**src/rtl/mem_master_pkg.sv**
```systemverilog
// rtl/mem_master_pkg.sv - shared types and default geometry for the memory initiator
package mem_master_pkg;

   localparam int DEF_WORD_SIZE = 32;
   localparam int DEF_ADDR_W    = 8;
   localparam int DEF_LEN_W     = 3;

   typedef enum logic [1:0] {
      ST_IDLE = 2'd0,
      ST_RD   = 2'd1,
      ST_WR   = 2'd2
   } state_t;

endpackage

```
**src/rtl/mem_addr_gen.sv**
```systemverilog
// rtl/mem_addr_gen.sv - burst address/beat counter; MEM_MASTER_BURST_EN builds the remaining count
module mem_addr_gen
   import mem_master_pkg::*;
#(
   parameter int ADDR_W = DEF_ADDR_W,
   parameter int LEN_W  = DEF_LEN_W
) (
   input  logic              clk,
   input  logic              rst,
   input  logic              load,
   input  logic              step,
   input  logic [ADDR_W-1:0] load_addr,
   input  logic [LEN_W-1:0]  load_len,
   output logic [ADDR_W-1:0] cur_addr,
   output logic              last
);

   // Address wraps naturally at 2^ADDR_W.
   always_ff @(posedge clk) begin
      if (rst)
         cur_addr <= '0;
      else if (load)
         cur_addr <= load_addr;
      else if (step)
         cur_addr <= cur_addr + ADDR_W'(1);
   end

`ifdef MEM_MASTER_BURST_EN
   logic [LEN_W-1:0] remaining;

   always_ff @(posedge clk) begin
      if (rst)
         remaining <= '0;
      else if (load)
         remaining <= load_len;
      else if (step)
         remaining <= remaining - LEN_W'(1);
   end

   assign last = (remaining == '0);
`else
   // Single-word requests only: the length field is dropped.
   logic unused_len;
   assign unused_len = ^load_len;
   assign last       = 1'b1;
`endif

endmodule

```
**src/rtl/mem_master.sv**
```systemverilog
// rtl/mem_master.sv - initiator driving the single-port word memory; bursts enabled by MEM_MASTER_BURST_EN
module mem_master
   import mem_master_pkg::*;
#(
   parameter int WORD_SIZE = DEF_WORD_SIZE,
   parameter int ADDR_W    = DEF_ADDR_W,
   parameter int LEN_W     = DEF_LEN_W
) (
   input  logic                 clk,
   input  logic                 rst,
   input  logic                 req_valid,
   output logic                 req_ready,
   input  logic                 req_write,
   input  logic [ADDR_W-1:0]    req_addr,
   input  logic [LEN_W-1:0]     req_len,
   input  logic                 wd_valid,
   output logic                 wd_ready,
   input  logic [WORD_SIZE-1:0] wd_data,
   output logic                 rd_valid,
   input  logic                 rd_ready,
   output logic [WORD_SIZE-1:0] rd_data,
   output logic                 rd_last,
   output logic                 wr_done,
   output logic                 mem_write,
   output logic [ADDR_W-1:0]    mem_address,
   output logic [WORD_SIZE-1:0] mem_data_in,
   input  logic [WORD_SIZE-1:0] mem_data_out
);

   state_t              state, next_state;
   logic                load, step, capture, wr_beat, last;
   logic [ADDR_W-1:0]   cur_addr;

   mem_addr_gen #(.ADDR_W(ADDR_W), .LEN_W(LEN_W)) u_addr_gen (
      .clk       (clk),
      .rst       (rst),
      .load      (load),
      .step      (step),
      .load_addr (req_addr),
      .load_len  (req_len),
      .cur_addr  (cur_addr),
      .last      (last)
   );

   always_ff @(posedge clk) begin
      if (rst)
         state <= ST_IDLE;
      else
         state <= next_state;
   end

   always_comb begin
      next_state = state;
      req_ready  = 1'b0;
      wd_ready   = 1'b0;
      load       = 1'b0;
      step       = 1'b0;
      capture    = 1'b0;
      wr_beat    = 1'b0;
      case (state)
         ST_IDLE: begin
            req_ready = 1'b1;
            if (req_valid) begin
               load       = 1'b1;
               next_state = req_write ? ST_WR : ST_RD;
            end
         end
         ST_RD: begin
            // Capture only when the output register is free or being drained.
            if (!rd_valid || rd_ready) begin
               capture = 1'b1;
               step    = 1'b1;
               if (last)
                  next_state = ST_IDLE;
            end
         end
         ST_WR: begin
            wd_ready = 1'b1;
            if (wd_valid) begin
               wr_beat = 1'b1;
               step    = 1'b1;
               if (last)
                  next_state = ST_IDLE;
            end
         end
         default: next_state = ST_IDLE;
      endcase
   end

   assign mem_write   = wr_beat && !rst;
   assign mem_address = cur_addr;
   assign mem_data_in = mem_write ? wd_data : '0;

   always_ff @(posedge clk) begin
      if (rst) begin
         rd_valid <= 1'b0;
         rd_last  <= 1'b0;
         rd_data  <= '0;
         wr_done  <= 1'b0;
      end else begin
         wr_done <= wr_beat && last;
         if (capture) begin
            rd_data  <= mem_data_out;
            rd_valid <= 1'b1;
            rd_last  <= last;
         end else if (rd_ready) begin
            rd_valid <= 1'b0;
            rd_last  <= 1'b0;
         end
      end
   end

endmodule
```
**config.mk**
```make
export PLATFORM = sky130hd
export DESIGN_NAME = mem_master
export DESIGN_NICKNAME = d
export VERILOG_FILES = /design/src/rtl/mem_master_pkg.sv /design/src/rtl/mem_addr_gen.sv /design/src/rtl/mem_master.sv
export SDC_FILE = /design/constraint.sdc
export NUM_CORES = 1
export LEC_CHECK = 0
export CORE_MARGIN = 1
export CORE_UTILIZATION = 31
export CTS_BUF_LIST = sky130_fd_sc_hd__clkbuf_8
export DETAILED_ROUTE_END_ITERATION = 10
export GPL_ROUTABILITY_DRIVEN = 0
export PLACE_DENSITY = 0.88
export SYNTH_ARGS = -nofsm -noshare
export SYNTH_HDL_FRONTEND = slang
export SYNTH_SLANG_ARGS = --single-unit
```
**constraint.sdc**
```tcl
create_clock -name clk -period 1.82 [get_ports clk]
set_input_delay 0.273 -clock clk [delete_from_list [all_inputs] [get_ports clk]]
set_output_delay 0.273 -clock clk [all_outputs]
set_load 0.02 [all_outputs]
```
[After elaboration in Yosys (flattened, before gate mapping)]
Index checks and enable logic that the tools add are counted.
Storage, ports and cells
  register bits after elaboration: 44
  word-level logic and storage cells: 38
Operators by class
  reductions and logical operators: 8
  add/sub/neg operators: 1
  equal/unequal tests: 5
  mux-type cells: 19
Operators by type and width (number)
  32-bit 2-to-1 mux: 1
  8-bit 2-to-1 mux: 2
  1-bit 2-to-1 mux: 10
  8-bit by 1-bit adder with 8-bit output, second input constant: 1
  2-bit 2-to-1 mux: 4
  2-bit inequality test, second input constant: 3
  2-bit one-hot mux with 3 select lines: 1
  2-bit nonzero test: 2
  3-bit AND reduction: 1
  2-bit by 1-bit == test with 1-bit output, second input constant: 1
  2-bit == test, second input constant: 1
  1-bit zero test: 2
  2-bit zero test: 1
  1-bit one-hot mux with 2 select lines: 1
  1-bit logical AND: 1
  1-bit logical OR: 1

[Logic depth before layout (Yosys ltp)]
  word-level depth: 6
  depth in mapped cells: 7
  mapped depth without buffers: 6

[Modules after synthesis]
Synthesis repeated with hierarchy kept, for this count alone.
Unflattened totals
  cell total of the unflattened synthesis: 270
  area total of the unflattened synthesis: 2212.1 um2
Modules (own cells, without submodules)
  mem_master: area each 1736.7 um2, cells each 215, seq. area each 740.7 um2, times used 1
  mem_addr_gen: area each 475.5 um2, cells each 55, seq. area each 160.2 um2, times used 1

[Least setup slack after synthesis]
Ideal clock, no wire load.
  path kind: register to register
  start: reg state[0]
  end: reg u_addr_gen.cur_addr[6]
  clock period less this slack: 1.768 ns
  slack: 0.052 ns
  library setup time: 0.088 ns
  stages on the path, launching flop included: 7
  path buffers: 0
  data arrival time: 1.680 ns
  path through: dfxtp_1 inv_1 ha_1 nand4_2 or2_0 or3_1 a311oi_2
On the way
  word-level cells in the longest chain between the ends: 3
  elaborated cells between the ends (all ways): 7
RTL lines
  start, declared: RTL line mem_master.sv:30  | state_t state, next_state;
  start signal, assigned: RTL line mem_master.sv:49  | state <= next_state;
  2-bit == test (tied with other cells): RTL line mem_master.sv:60  | case (state)
  1-bit one-hot mux with 2 select lines or 1-bit 2-to-1 mux (tied branches): RTL line mem_master.sv:60
  2-bit nonzero test (no source line) or 8-bit 2-to-1 mux (tied branches)
  end signal, assigned: RTL line mem_addr_gen.sv:23  | cur_addr <= load_addr;
  end signal, assigned: RTL line mem_addr_gen.sv:25  | cur_addr <= cur_addr + ADDR_W'(1);
  end, declared: RTL line mem_addr_gen.sv:14  | output logic [ADDR_W-1:0] cur_addr,
Several ways; a longest one is shown, not always the timed one.
A chain may end at the register's enable or synchronous reset.

[Worst setup path after layout]
  start: reg state[0]
  end: out mem_data_in[18]
On the way
  word-level cells in the longest chain between the ends: 4
RTL lines
  2-bit == test: RTL line mem_master.sv:60
  1-bit 2-to-1 mux: RTL line mem_master.sv:60
  1-bit logical AND: RTL line mem_master.sv:90  | assign mem_write = wr_beat && !rst;
  32-bit 2-to-1 mux: RTL line mem_master.sv:92  | assign mem_data_in = mem_write ? wd_data : '0;
  end, declared: RTL line mem_master.sv:26  | output logic [WORD_SIZE-1:0] mem_data_in,
Every way passes these cells.

==> results.sh <==
export IMPL_design_area_um2=4100
export IMPL_synth_simple_area_share_pct=31.8
export IMPL_setup_ws_ns=-0.0292
export IMPL_fin_skew_ns=0.0111
export IMPL_clkTransAtPathRegs_ns=0.08
export IMPL_min_path_type="in2reg"
export IMPL_core_area_um2=6350
export IMPL_cts_sinks=44
export IMPL_synth_top_cell_by_area="dfxtp_1"
export IMPL_cts_tree="yes"
export IMPL_power_frac_clock_pct=22.5
export IMPL_grt_max_degree=45
export IMPL_r2r_start="state[0]"
export IMPL_cp_required_ns=1.55
export IMPL_rows=29
export IMPL_synth_area_um2=2040
export IMPL_finalHoldViolations=0
export IMPL_placed_area_um2=3750
export IMPL_rrSetupSlack_ns=0
export IMPL_first_pass_iters=4
export IMPL_htreeDepth=2
export IMPL_period_share_pct=102
export IMPL_syn2layout_area_growth_pct=101
export IMPL_slew_viol_final=0
export IMPL_setup_viol=21
export IMPL_io_pins=159
export IMPL_yosys_top_cells_count="nand2_1, dfxtp_1, a21oi_1"
export IMPL_globalRoute_totalOverflow=0
export IMPL_die_w_um=83.1
export IMPL_hpwlAfterDp_mm=5.10
export IMPL_synthCells=260
export IMPL_yosysWarnings=0
export IMPL_start_util_pct=32.1
export IMPL_rsz0062_at_grt="yes"
export IMPL_design_die_area_um2=6910
export IMPL_seq_power_share_pct=43.4
export IMPL_cts_buffer_depth=2
export IMPL_ys_seq_elements=44
export IMPL_max_freq_ghz=0.541
export IMPL_cts_made_buffers=5
export IMPL_combinationalPowerShare_pct=34.1
export IMPL_post_drt_wl_per_cell_um=14.4
export IMPL_seq_area_frac_synth_pct=43.2
export IMPL_ir_drop_uv=512
export IMPL_yosys_top_cells_area="dfxtp_1, nand2_1, and2_1"
export IMPL_synth_compound_area_share_pct=15.0
export IMPL_syn_avg_cell_area_um2=7.84
export IMPL_antennaDiodeCount=0
export IMPL_synthArstFlopShare_pct=0
export IMPL_r2r_cells=7
export IMPL_io_buffer_count=155
export IMPL_syn_nets=346
export IMPL_drc=0
export IMPL_synth_cell_types=35
export IMPL_dr_first_iter_drc_count=79
export IMPL_p_int_uw=1760
export IMPL_power_density_nw_per_um2=612
export IMPL_grt_pass1_vias=2295
export IMPL_drv_cap=0
export IMPL_p_leak_uw=0.00161
export IMPL_crit_type="reg2out"
export IMPL_synth_top_family_by_area="simple AND/OR/NAND/NOR gates"
export IMPL_status="complete, but fails checks"
export IMPL_synth_edff_count=0
export IMPL_clock_latency_ns=0.29
export IMPL_setup_tns_ns=-0.313
export IMPL_finalWirelength_mm=7.31
export IMPL_end_kind="primary output"
export IMPL_fin_nets=516
export IMPL_vias=2425
export IMPL_cp_start_kind="register"
export IMPL_slew_headroom_pct=68.4
export IMPL_synthAdderAreaFrac_pct=3.07
export IMPL_critical_path_startpoint="state[0]"
export IMPL_synth_ff_type="dfxtp_1"
export IMPL_die_height_um=83.1
export IMPL_cp_data_arrival_time_ns=1.58
export IMPL_antenna_left=0
export IMPL_switching_power_uw=751
export IMPL_synth_xor_area_share_pct=0.429
export IMPL_crit_end="mem_data_in[18]"
export IMPL_antenna_found_initial=0
export IMPL_whs_ns=0.426
export IMPL_p_sw_share_pct=29.9
export IMPL_post_synth_top_count_cell="nand2_1"
export IMPL_tightest_slew_ns=0.474
export IMPL_violations="setup timing"
export IMPL_cp_max_fo=8
export IMPL_synth_top_area_share_pct=43.2
export IMPL_cts_root_buf="clkbuf_8"
export IMPL_r2r_end="u_addr_gen.cur_addr[6]"
export IMPL_post_drt_via_cell_ratio=4.78
export IMPL_track_usage_pct=18.9
export IMPL_period_minus_slack_ns=1.85
export IMPL_layout_drive_gt1_share_pct=24.9
export IMPL_synthMuxAreaShare_pct=1.04
export IMPL_grt_pass1_wl_mm=10.5
==> logic make-up after synthesis <==
kind of cell | count (synthesis)
mux | 2
xor+xnor | 1
buf+inv | 21
simple gates | 137
fa+ha+maj | 5
compound gates | 50
flops | 44
==> worst min path at each step <==
stage / cells past startpoint / slack (ns) / from / endpoint
6_report: 4 / 0.43 / wd_valid / wr_done
5_1_grt: 4 / 0.44 / wd_valid / wr_done
4_1_cts: 2 / 0.46 / rd_data[30] / rd_data[30]
3_5_place_dp: 2 / 0.45 / rd_data[30] / rd_data[30]
3_3_place_gp: 2 / 0.44 / rd_data[13] / rd_data[13]
2_1_floorplan: 2 / 0.41 / mem_data_out[0] / rd_data[0]
==> state kept, by name, summed over array words and instances (netlist names) <==
signal / cells
u_addr_gen.cur_addr: 8
wr_done: 1
state: 2
rd_last: 1
rd_data: 32
==> final cells by class <==
cell class | count | area [um2]
Clock buffer | 5 | 68.8
Clock inverter | 2 | 8.76
Fill cell | 511 | 2250
Inverter | 3 | 13.8
Multi-Input combinational cell | 195 | 1170
Sequential cell | 44 | 886
Tap cell | 77 | 96.3
Timing Repair Buffer | 181 | 1860
==> cells in the final DEF (no fill, tap or decap), types with 2 or more instances in the layout <==
master | Yosys | final
dlygate4sd2_1 | 0 | 2
nor2_1 | 13 | 12
and2_4 | 0 | 27
buf_6 | 2 | 32
clkbuf_16 | 0 | 3
o21ai_0 | 5 | 5
buf_4 | 1 | 21
nand2_1 | 74 | 73
nor2b_1 | 2 | 2
nor4_1 | 2 | 2
dfxtp_1 | 44 | 42
buf_12 | 0 | 2
ha_1 | 5 | 2
a311oi_1 | 4 | 4
or3_1 | 4 | 3
a211oi_1 | 2 | 2
clkbuf_8 | 0 | 5
inv_1 | 3 | 2
a21oi_1 | 34 | 34
ha_4 | 0 | 2
clkdlybuf4s50_1 | 0 | 119
and2_1 | 32 | 5
nand4_1 | 3 | 3
==> per-layer routing <==
layer / track usage [%] / wire length (um) / up-vias
met3: 5.57 / 576 / 2
li1: - / - / 1192
met2: 36.1 / 4010 / 119
met4: 3.92 / 26 / 0
met1: 20.2 / 2700 / 1112
met5: 0 / 0 / -
==> power by group through the flow <==
stage               Combinational (uW)  Clock (uW)  Sequential (uW)
floorplan                          278           0             1180
global placement                   789           0             1100
detailed placement                 797           0             1100
CTS                                795         586             1080
global route                       918         623             1100
finish                             858         564             1090
==> what timing repair did <==
item,4_1_cts,5_1_grt
hold buffers,0,0
resized for setup,142,99
pin swaps,1,27
endpoints found under the setup margin,36,61
gates cloned,0,4
buffers inserted,0,2
==> through the flow <==
stage / total power [uW] / cells / util, % / setup slack, ns
floorplan: 1460 / 260 / - / 0.0523
finish: 2510 / 507 / 64.6 / -0.0292
global route: 2640 / 507 / 64.6 / -0.0883
detailed placement: 1900 / 494 / 59.1 / -0.510
global placement: 1890 / 494 / 59.1 / -0.463
CTS: 2460 / 501 / 58.3 / -0.0320
==> critical path, cell delays in order, from the launching register on <==
cell	delay (ns)
dfxtp_2	0.33
inv_2	0.07
ha_4	0.14
nand2_4	0.06
nor2_4	0.14
buf_12	0.14
buf_6	0.12
and2_1	0.15
buf_6	0.12
Power figures use the tool's default switching activity.
